==> config.mk <==
export PLATFORM = sky130hd
export DESIGN_NAME = vtp_xlate_pipe_flat
export DESIGN_NICKNAME = d
export VERILOG_FILES = /design/src/rtl/vtp_pkg.sv /design/src/rtl/vtp_xlate_pipe_if.sv /design/src/rtl/vtp_xlate_stage.sv /design/src/rtl/vtp_xlate_pipe.sv /design/src/flat_wrapper.sv
export SDC_FILE = /design/constraint.sdc
export NUM_CORES = 1
export LEC_CHECK = 0
export CORE_AREA = 2 2 316 318
export CTS_CLUSTER_DIAMETER = 200
export DETAILED_ROUTE_END_ITERATION = 8
export DIE_AREA = 0 0 318 320
export PLACE_DENSITY = 0.65
export SLEW_MARGIN = 20
export SYNTH_ARGS = -nofsm -noshare
export SYNTH_HDL_FRONTEND = slang
export SYNTH_SLANG_ARGS = --single-unit
==> constraint.sdc <==
create_clock -name i_clk -period 22.9 [get_ports i_clk]
set_input_delay 4.58 -clock i_clk [delete_from_list [all_inputs] [get_ports i_clk]]
set_output_delay 4.58 -clock i_clk [all_outputs]
set_load 0.01 [all_outputs]
==> src/rtl/vtp_pkg.sv <==
// Shared types and helpers for the streaming channel address translator.
// Widths depend on the instance's BITMAP, so the request struct lives in the modules that know them.
package vtp_pkg;

  localparam int MAX_ADDR_W = 16;

  typedef enum logic {
    DIR_FWD = 1'b0,
    DIR_REV = 1'b1
  } dir_e;

  typedef enum logic {
    CFG_IDLE    = 1'b0,
    CFG_PENDING = 1'b1
  } cfg_state_e;

  function automatic int addr_w_of(input int bitmap);
    return $clog2(bitmap);
  endfunction

  function automatic int nodes_of(input int bitmap);
    return bitmap / 2;
  endfunction

  // Drop bit b from addr and close the gap: upper bits shift down onto the lower ones.
  function automatic logic [MAX_ADDR_W-1:0] node_idx(input logic [MAX_ADDR_W-1:0] addr,
                                                     input int b);
    logic [MAX_ADDR_W-1:0] low_mask;
    low_mask = (MAX_ADDR_W'(1) << b) - MAX_ADDR_W'(1);
    return ((addr >> (b + 1)) << b) | (addr & low_mask);
  endfunction

endpackage

==> src/rtl/vtp_xlate_pipe_if.sv <==
// Request/result stream and configuration signals of the translator, with host and device views.
interface vtp_xlate_pipe_if #(
  parameter int BITMAP = 128,
  parameter int TAG_W  = 4
);
  localparam int ADDR_W = $clog2(BITMAP);
  localparam int NODES  = BITMAP / 2;
  localparam int STAGES = ADDR_W;

  logic                           i_valid;
  logic                           o_ready;
  logic [ADDR_W-1:0]              i_addr;
  logic                           i_dir;
  logic [TAG_W-1:0]               i_tag;
  logic                           o_valid;
  logic                           i_ready;
  logic [ADDR_W-1:0]              o_addr;
  logic [TAG_W-1:0]               o_tag;
  logic                           i_cfg_we;
  logic [STAGES-1:0][NODES-1:0]   i_cfg_scb;
  logic                           i_cfg_commit;
  logic                           o_cfg_busy;
  logic                           o_cfg_done;

  modport slave (
    input  i_valid, i_addr, i_dir, i_tag, i_ready, i_cfg_we, i_cfg_scb, i_cfg_commit,
    output o_ready, o_valid, o_addr, o_tag, o_cfg_busy, o_cfg_done
  );

  modport master (
    output i_valid, i_addr, i_dir, i_tag, i_ready, i_cfg_we, i_cfg_scb, i_cfg_commit,
    input  o_ready, o_valid, o_addr, o_tag, o_cfg_busy, o_cfg_done
  );

endinterface

==> src/rtl/vtp_xlate_stage.sv <==
// One pipeline slot: applies the forward or reverse stage chosen by the request direction,
// optionally followed by a register that loads only when the pipe advances.
module vtp_xlate_stage
  import vtp_pkg::*;
#(
  parameter int BITMAP = 128,
  parameter int TAG_W  = 4,
  parameter int SLOT   = 0,
  parameter int REG    = 0,
  localparam int ADDR_W = $clog2(BITMAP),
  localparam int NODES  = BITMAP / 2,
  localparam int STAGES = ADDR_W
) (
  input  logic                         clk,
  input  logic                         rst_n,
  input  logic                         adv,
  input  logic [STAGES-1:0][NODES-1:0] cfg,
  input  logic                         in_valid,
  input  logic [ADDR_W-1:0]            in_addr,
  input  dir_e                         in_dir,
  input  logic [TAG_W-1:0]             in_tag,
  output logic                         out_valid,
  output logic [ADDR_W-1:0]            out_addr,
  output dir_e                         out_dir,
  output logic [TAG_W-1:0]             out_tag
);

  localparam int NIDX_W = ADDR_W - 1;
  localparam int S_FWD  = SLOT;
  localparam int S_REV  = STAGES - 1 - SLOT;
  localparam int B_FWD  = ADDR_W - 1 - S_FWD;
  localparam int B_REV  = ADDR_W - 1 - S_REV;

  typedef struct packed {
    logic [ADDR_W-1:0] addr;
    dir_e              dir;
    logic [TAG_W-1:0]  tag;
  } req_t;

  req_t              cur;
  req_t              nxt;
  logic [NIDX_W-1:0] node_fwd;
  logic [NIDX_W-1:0] node_rev;

  assign cur      = '{addr: in_addr, dir: in_dir, tag: in_tag};
  assign node_fwd = NIDX_W'(node_idx(MAX_ADDR_W'(in_addr), B_FWD));
  assign node_rev = NIDX_W'(node_idx(MAX_ADDR_W'(in_addr), B_REV));

  always_comb begin
    nxt = cur;
    if (cur.dir == DIR_FWD) begin
      if (cfg[S_FWD][node_fwd]) nxt.addr[B_FWD] = ~cur.addr[B_FWD];
    end else begin
      if (cfg[S_REV][node_rev]) nxt.addr[B_REV] = ~cur.addr[B_REV];
    end
  end

  generate
    if (REG != 0) begin : g_reg
      req_t req_q;
      logic valid_q;

      // Data is only captured for real requests so a stalled or idle output keeps its value.
      always_ff @(posedge clk or negedge rst_n) begin
        if (!rst_n) begin
          valid_q <= 1'b0;
          req_q   <= '0;
        end else if (adv) begin
          valid_q <= in_valid;
          if (in_valid) req_q <= nxt;
        end
      end

      assign out_valid = valid_q;
      assign out_addr  = req_q.addr;
      assign out_dir   = req_q.dir;
      assign out_tag   = req_q.tag;
    end else begin : g_comb
      logic unused_regs;
      assign unused_regs = &{1'b0, clk, rst_n, adv};
      assign out_valid   = in_valid;
      assign out_addr    = nxt.addr;
      assign out_dir     = nxt.dir;
      assign out_tag     = nxt.tag;
    end
  endgenerate

endmodule

==> src/rtl/vtp_xlate_pipe.sv <==
// Streaming channel address translator: a chain of per-bit switch stages with a tagged
// valid/ready stream and a double-buffered switch configuration swapped between requests.
module vtp_xlate_pipe
  import vtp_pkg::*;
#(
  parameter int BITMAP = 128,
  parameter int PIPE   = 0,
  parameter int TAG_W  = 4
) (
  input  logic           i_clk,
  input  logic           i_rst_n,
  vtp_xlate_pipe_if.slave bus
);

  localparam int ADDR_W = addr_w_of(BITMAP);
  localparam int NODES  = nodes_of(BITMAP);
  localparam int STAGES = ADDR_W;

  logic [STAGES-1:0][NODES-1:0] active_cfg;
  logic [STAGES-1:0][NODES-1:0] shadow_cfg;
  cfg_state_e                   state;
  cfg_state_e                   state_nxt;
  logic                         swap;
  logic                         done_q;
  logic                         busy;
  logic                         adv;
  logic                         ready;
  logic                         internal_busy;

  logic [STAGES:0]              s_valid;
  logic [ADDR_W-1:0]            s_addr [STAGES+1];
  dir_e                         s_dir  [STAGES+1];
  logic [TAG_W-1:0]             s_tag  [STAGES+1];
  logic                         unused_out_dir;

  assign busy       = (state == CFG_PENDING);
  assign adv        = !bus.o_valid | bus.i_ready;
  assign ready      = adv & !busy;
  assign bus.o_ready = ready;

  assign s_valid[0] = bus.i_valid & ready;
  assign s_addr[0]  = bus.i_addr;
  assign s_dir[0]   = dir_e'(bus.i_dir);
  assign s_tag[0]   = bus.i_tag;

  // The last slot is always registered: it is the output register in both pipeline modes.
  generate
    for (genvar k = 0; k < STAGES; k++) begin : g_slot
      vtp_xlate_stage #(
        .BITMAP (BITMAP),
        .TAG_W  (TAG_W),
        .SLOT   (k),
        .REG    (((k == STAGES - 1) || (PIPE != 0)) ? 1 : 0)
      ) u_stage (
        .clk       (i_clk),
        .rst_n     (i_rst_n),
        .adv       (adv),
        .cfg       (active_cfg),
        .in_valid  (s_valid[k]),
        .in_addr   (s_addr[k]),
        .in_dir    (s_dir[k]),
        .in_tag    (s_tag[k]),
        .out_valid (s_valid[k+1]),
        .out_addr  (s_addr[k+1]),
        .out_dir   (s_dir[k+1]),
        .out_tag   (s_tag[k+1])
      );
    end

    if (PIPE != 0) begin : g_int_busy
      assign internal_busy = |s_valid[STAGES-1:1];
    end else begin : g_no_int
      assign internal_busy = 1'b0;
    end
  endgenerate

  assign bus.o_valid = s_valid[STAGES];
  assign bus.o_addr  = s_addr[STAGES];
  assign bus.o_tag   = s_tag[STAGES];
  assign unused_out_dir = logic'(s_dir[STAGES]);

  always_ff @(posedge i_clk or negedge i_rst_n) begin
    if (!i_rst_n) state <= CFG_IDLE;
    else          state <= state_nxt;
  end

  // A pending commit waits until no request sits inside the stage registers; the output
  // register already holds a finished result and does not hold the swap back.
  always_comb begin
    state_nxt = state;
    swap      = 1'b0;
    case (state)
      CFG_IDLE:    if (bus.i_cfg_commit) state_nxt = CFG_PENDING;
      CFG_PENDING: if (!internal_busy) begin
        swap      = 1'b1;
        state_nxt = CFG_IDLE;
      end
      default:     state_nxt = CFG_IDLE;
    endcase
  end

  // Swap reads the shadow before this cycle's write lands, so a coincident write stays shadowed.
  always_ff @(posedge i_clk or negedge i_rst_n) begin
    if (!i_rst_n) begin
      shadow_cfg <= '0;
      active_cfg <= '0;
      done_q     <= 1'b0;
    end else begin
      done_q <= swap;
      if (bus.i_cfg_we) shadow_cfg <= bus.i_cfg_scb;
      if (swap)         active_cfg <= shadow_cfg;
    end
  end

  assign bus.o_cfg_busy = busy;
  assign bus.o_cfg_done = done_q;

endmodule
==> src/flat_wrapper.sv <==
// flat-port wrapper written by rule: the top's interface ports become plain ports
module vtp_xlate_pipe_flat import vtp_pkg::*;
#(
  parameter int BITMAP = 128,
  parameter int PIPE   = 0,
  parameter int TAG_W  = 4
)
  (i_clk, i_rst_n, bus_i_valid, bus_i_addr, bus_i_dir, bus_i_tag, bus_i_ready, bus_i_cfg_we, bus_i_cfg_scb, bus_i_cfg_commit, bus_o_ready, bus_o_valid, bus_o_addr, bus_o_tag, bus_o_cfg_busy, bus_o_cfg_done);
  vtp_xlate_pipe_if #(.BITMAP(BITMAP), .TAG_W(TAG_W)) bus_i ();
  input  logic i_clk;
  input  logic i_rst_n;
  input wire logic [$bits(bus_i.i_valid)-1:0] bus_i_valid;
  input wire logic [$bits(bus_i.i_addr)-1:0] bus_i_addr;
  input wire logic [$bits(bus_i.i_dir)-1:0] bus_i_dir;
  input wire logic [$bits(bus_i.i_tag)-1:0] bus_i_tag;
  input wire logic [$bits(bus_i.i_ready)-1:0] bus_i_ready;
  input wire logic [$bits(bus_i.i_cfg_we)-1:0] bus_i_cfg_we;
  input wire logic [$bits(bus_i.i_cfg_scb)-1:0] bus_i_cfg_scb;
  input wire logic [$bits(bus_i.i_cfg_commit)-1:0] bus_i_cfg_commit;
  output wire logic [$bits(bus_i.o_ready)-1:0] bus_o_ready;
  output wire logic [$bits(bus_i.o_valid)-1:0] bus_o_valid;
  output wire logic [$bits(bus_i.o_addr)-1:0] bus_o_addr;
  output wire logic [$bits(bus_i.o_tag)-1:0] bus_o_tag;
  output wire logic [$bits(bus_i.o_cfg_busy)-1:0] bus_o_cfg_busy;
  output wire logic [$bits(bus_i.o_cfg_done)-1:0] bus_o_cfg_done;
  assign bus_i.i_valid = bus_i_valid;
  assign bus_i.i_addr = bus_i_addr;
  assign bus_i.i_dir = bus_i_dir;
  assign bus_i.i_tag = bus_i_tag;
  assign bus_i.i_ready = bus_i_ready;
  assign bus_i.i_cfg_we = bus_i_cfg_we;
  assign bus_i.i_cfg_scb = bus_i_cfg_scb;
  assign bus_i.i_cfg_commit = bus_i_cfg_commit;
  assign bus_o_ready = bus_i.o_ready;
  assign bus_o_valid = bus_i.o_valid;
  assign bus_o_addr = bus_i.o_addr;
  assign bus_o_tag = bus_i.o_tag;
  assign bus_o_cfg_busy = bus_i.o_cfg_busy;
  assign bus_o_cfg_done = bus_i.o_cfg_done;
  vtp_xlate_pipe #(.BITMAP(BITMAP), .PIPE(PIPE), .TAG_W(TAG_W)) u_core (.i_clk(i_clk), .i_rst_n(i_rst_n), .bus(bus_i));
endmodule
==> metrics <==
crit path DAT=19.03 ns; setup slack after layout=4.434 ns; Port Buf Inserts=480; Syn Std Cell Area=43,820 sq um; FF/Latch Area=22,780 sq um; post-synth top area cell=dfrtp_1; Pins Over Slew Limit=0; cts bufs inserted=97; initial antenna violation count=14; Synth top area share=51.96%; Setup Buffers After CTS=0; Final min period=18.47 ns; htree depth=3; non-filler cells, final=5,104; Reg2Reg Launch Point=u_core.active_cfg[389]; placed cells=4,929; CTS sink cnt=910; fraction of layout cells with a size suffix above 1=33.08%; cell count after synthesis=3,339; first-pass GRT wire length=199,000 um; Syn Nets=3,805; wire length per cell=25.95 um; worst-path cell with the longest stage delay=o21a_4; Multi-input gate area=19,940 sq um; Core Area=97,990 sq um; DR vias/cell=5.876; crit path capture=u_core.g_slot[6].u_stage.out_addr[0]; CTS tree=yes; VDD IR-drop max=68.35 uV; antenna viol nets, final=0; Slew HR=19.97%; Setup violations, final=0; status=finished clean; die area=101,800 sq um; Hold Path Cell Cnt=2; I/O Pins=481; Final Hold Fails=0; Post-synth top flop=dfrtp_1; Final #Nets=4,208; DP HPWL=95,070 um; Initial Utilization=44.72%; Startpoint Class=input pin; clock transition at the registers of the reported paths=0.06 ns; R2R Setup Slk=8.92 ns; max cap viols=0; Crit path largest cell delay=0.86 ns; die height=320 um; GPL Wtd Cong=0.9512; grt ovf=0; Syn Area/Cell=13.12 sq um; Post-CTS Resized=0; Site Rows=115; number of detailed-route iterations in the first pass=5; FILL cells=8,241; synth top area cells=dfrtp_1, mux2_2, mux4_2; First DRT Iteration DRCs=2,666; drt drc=0; WL final=132,400 um; worst slack, placed=4.000 ns; number of global-route vias before repair=30,307; Total GRT Usage=25.80%; kind of end point of the critical path=flip-flop; CP startpoint=bus_i_addr[3]; Setup CP Type=input pin to flip-flop; critical path required time=23.46 ns; share of the yosys chip area belonging to registers=51.96%; Pleak=21.72 nW; R2R depth=34; post-synthesis register bit count=910; Max Clock Freq=54.15 MHz; Worst-Skew Late Latency=0.69 ns; final setup TNS=0 ns; Synth Warn #=0; Hold WC Path Type=flip-flop to flip-flop; total number of vias=29,992; ys async rst share=100.0%; RSZ-0062 raised after global routing=no; number of distinct library cells after synthesis=97; Die X=318 um; largest net degree at the start of global routing=187; Clock Skews=0.02390 ns; reg2reg end=u_core.g_slot[6].u_stage.out_addr[0]; CTS max path bufs=3; P&R area growth vs syn=20.76%; Tcrit/Tclk final=80.64%; EDFF count, synth=0; worst-path maximum fanout=63; Slew @ Worst Pin=1.196 ns; power per cell area=94.13 nW/um^2; hold buffer count at cts=0; Root Buffer=clkbuf_16
logic make-up (layout without fill, tap and decap cells):
| logic type | Yosys count | in the layout | synth area share (%) |
|---|---|---|---|
| XOR/XNOR | 8 | 8 | 0.1770 |
| other | 0 | 2 | 0 |
| flip-flops | 910 | 910 | 51.96 |
| AO/OA/AOI/OAI | 425 | 425 | 7.372 |
| buffers and inverters | 258 | 734 | 2.615 |
| AND/OR/NAND/NOR | 573 | 573 | 6.033 |
| multiplexers | 1165 | 1165 | 31.84 |
critical path: cells and delay by family:
family	cells	cell delay, ns
AOI/OAI and AO/OA	19	6.43
and+or+nand+nor	6	3.13
buffers and inverters	4	2.24
xor gates and xnor gates	1	0.19
muxes	6	2.27
Yosys cell counts (14+ instances only):
library cell	instances
mux2_2	911
o31ai_1	22
nand2_1	204
o221ai_1	18
o22ai_1	15
o211ai_1	38
a211oi_1	25
buf_1	27
mux4_2	89
and3_1	16
a22oi_1	23
dfrtp_1	910
buf_2	44
nand3_1	69
clkbuf_1	148
nand2b_1	14
nor2_1	157
a221oi_1	17
nor3_1	41
mux2i_1	158
o2111ai_1	17
a21oi_1	43
o21ai_0	61
inv_1	22
power by group:
group          internal (W)  switching (W)  leakage (nW)
Clock              0.000919       0.000668          1.60
Sequential          0.00185       0.000237          10.7
Combinational      0.000627       0.000678          9.45
layout make-up:
type / count / area share, %
Timing Repair Buffer: 538 / 9.970
Antenna cell: 2 / 0.009457
Multi-Input combinational cell: 2171 / 37.67
Clock buffer: 134 / 5.230
Tap cell: 1287 / 3.043
Clock inverter: 38 / 0.8677
Sequential cell: 910 / 43.04
Inverter: 24 / 0.1702
routing by layer:
metal  routed length, um  track usage [%]  up-vias
met5                  77                0        -
met4                2965            6.423       12
met3                8026            4.762      187
met2               63260            42.04     1000
met1               58120            35.70    15569
li1                    -                -    13224
layout by cell type, fill, tap and decap left out, types with 16 or more instances in the layout:
cell type and n:
a211oi_1 25, a21oi_1 43, a221oi_1 17, a22oi_1 23, and3_1 16, buf_4 56, clkbuf_1 18, clkbuf_16 98
clkbuf_8 18, clkdlybuf4s50_1 474, clkinv_2 18, dfrtp_1 909, inv_1 22, mux2_2 911, mux2i_1 158, mux4_2 89
nand2_1 203, nand3_1 69, nor2_1 156, nor3_1 41, o2111ai_1 17, o211ai_1 38, o21ai_0 61, o221ai_1 18
o31ai_1 22
sequential cells by signal, summed over array words and instances (netlist names):
signal and cells:
u_core.g_slot.u_stage.out_addr 7, u_core.shadow_cfg 448, u_core.active_cfg 448, u_core.bus.o_cfg_busy 1, u_core.bus.o_cfg_done 1, u_core.g_slot.u_stage.out_tag 4
u_core.g_slot.u_stage.out_valid 1
how the worst min path moves through the flow:
stage	start	to	slack, ns
final	u_core.shadow_cfg[128]	u_core.active_cfg[128]	0.48
after global routing	u_core.shadow_cfg[71]	u_core.shadow_cfg[71]	0.51
after CTS	u_core.shadow_cfg[128]	u_core.active_cfg[128]	0.48
after detailed placement	u_core.shadow_cfg[128]	u_core.active_cfg[128]	0.47
after global placement	u_core.shadow_cfg[432]	u_core.active_cfg[432]	0.47
after floorplan	u_core.bus.o_cfg_busy	u_core.bus.o_cfg_done	0.43
per-stage QoR:
stage / utilization (%) / area (sq um) / hold slack (ns) / total power (W)
3_3_place_gp: 50.70 / 49680 / 0.4653 / 0.003389
2_1_floorplan: - / 43820 / 0.4330 / 0.002873
3_5_place_dp: 50.70 / 49680 / 0.4702 / 0.003400
5_1_grt: 54.01 / 52920 / 0.5110 / 0.005199
6_report: 54.01 / 52920 / 0.4840 / 0.004981
4_1_cts: 53.99 / 52910 / 0.4835 / 0.005004
No activity file was read; power rests on OpenSTA's default activity.
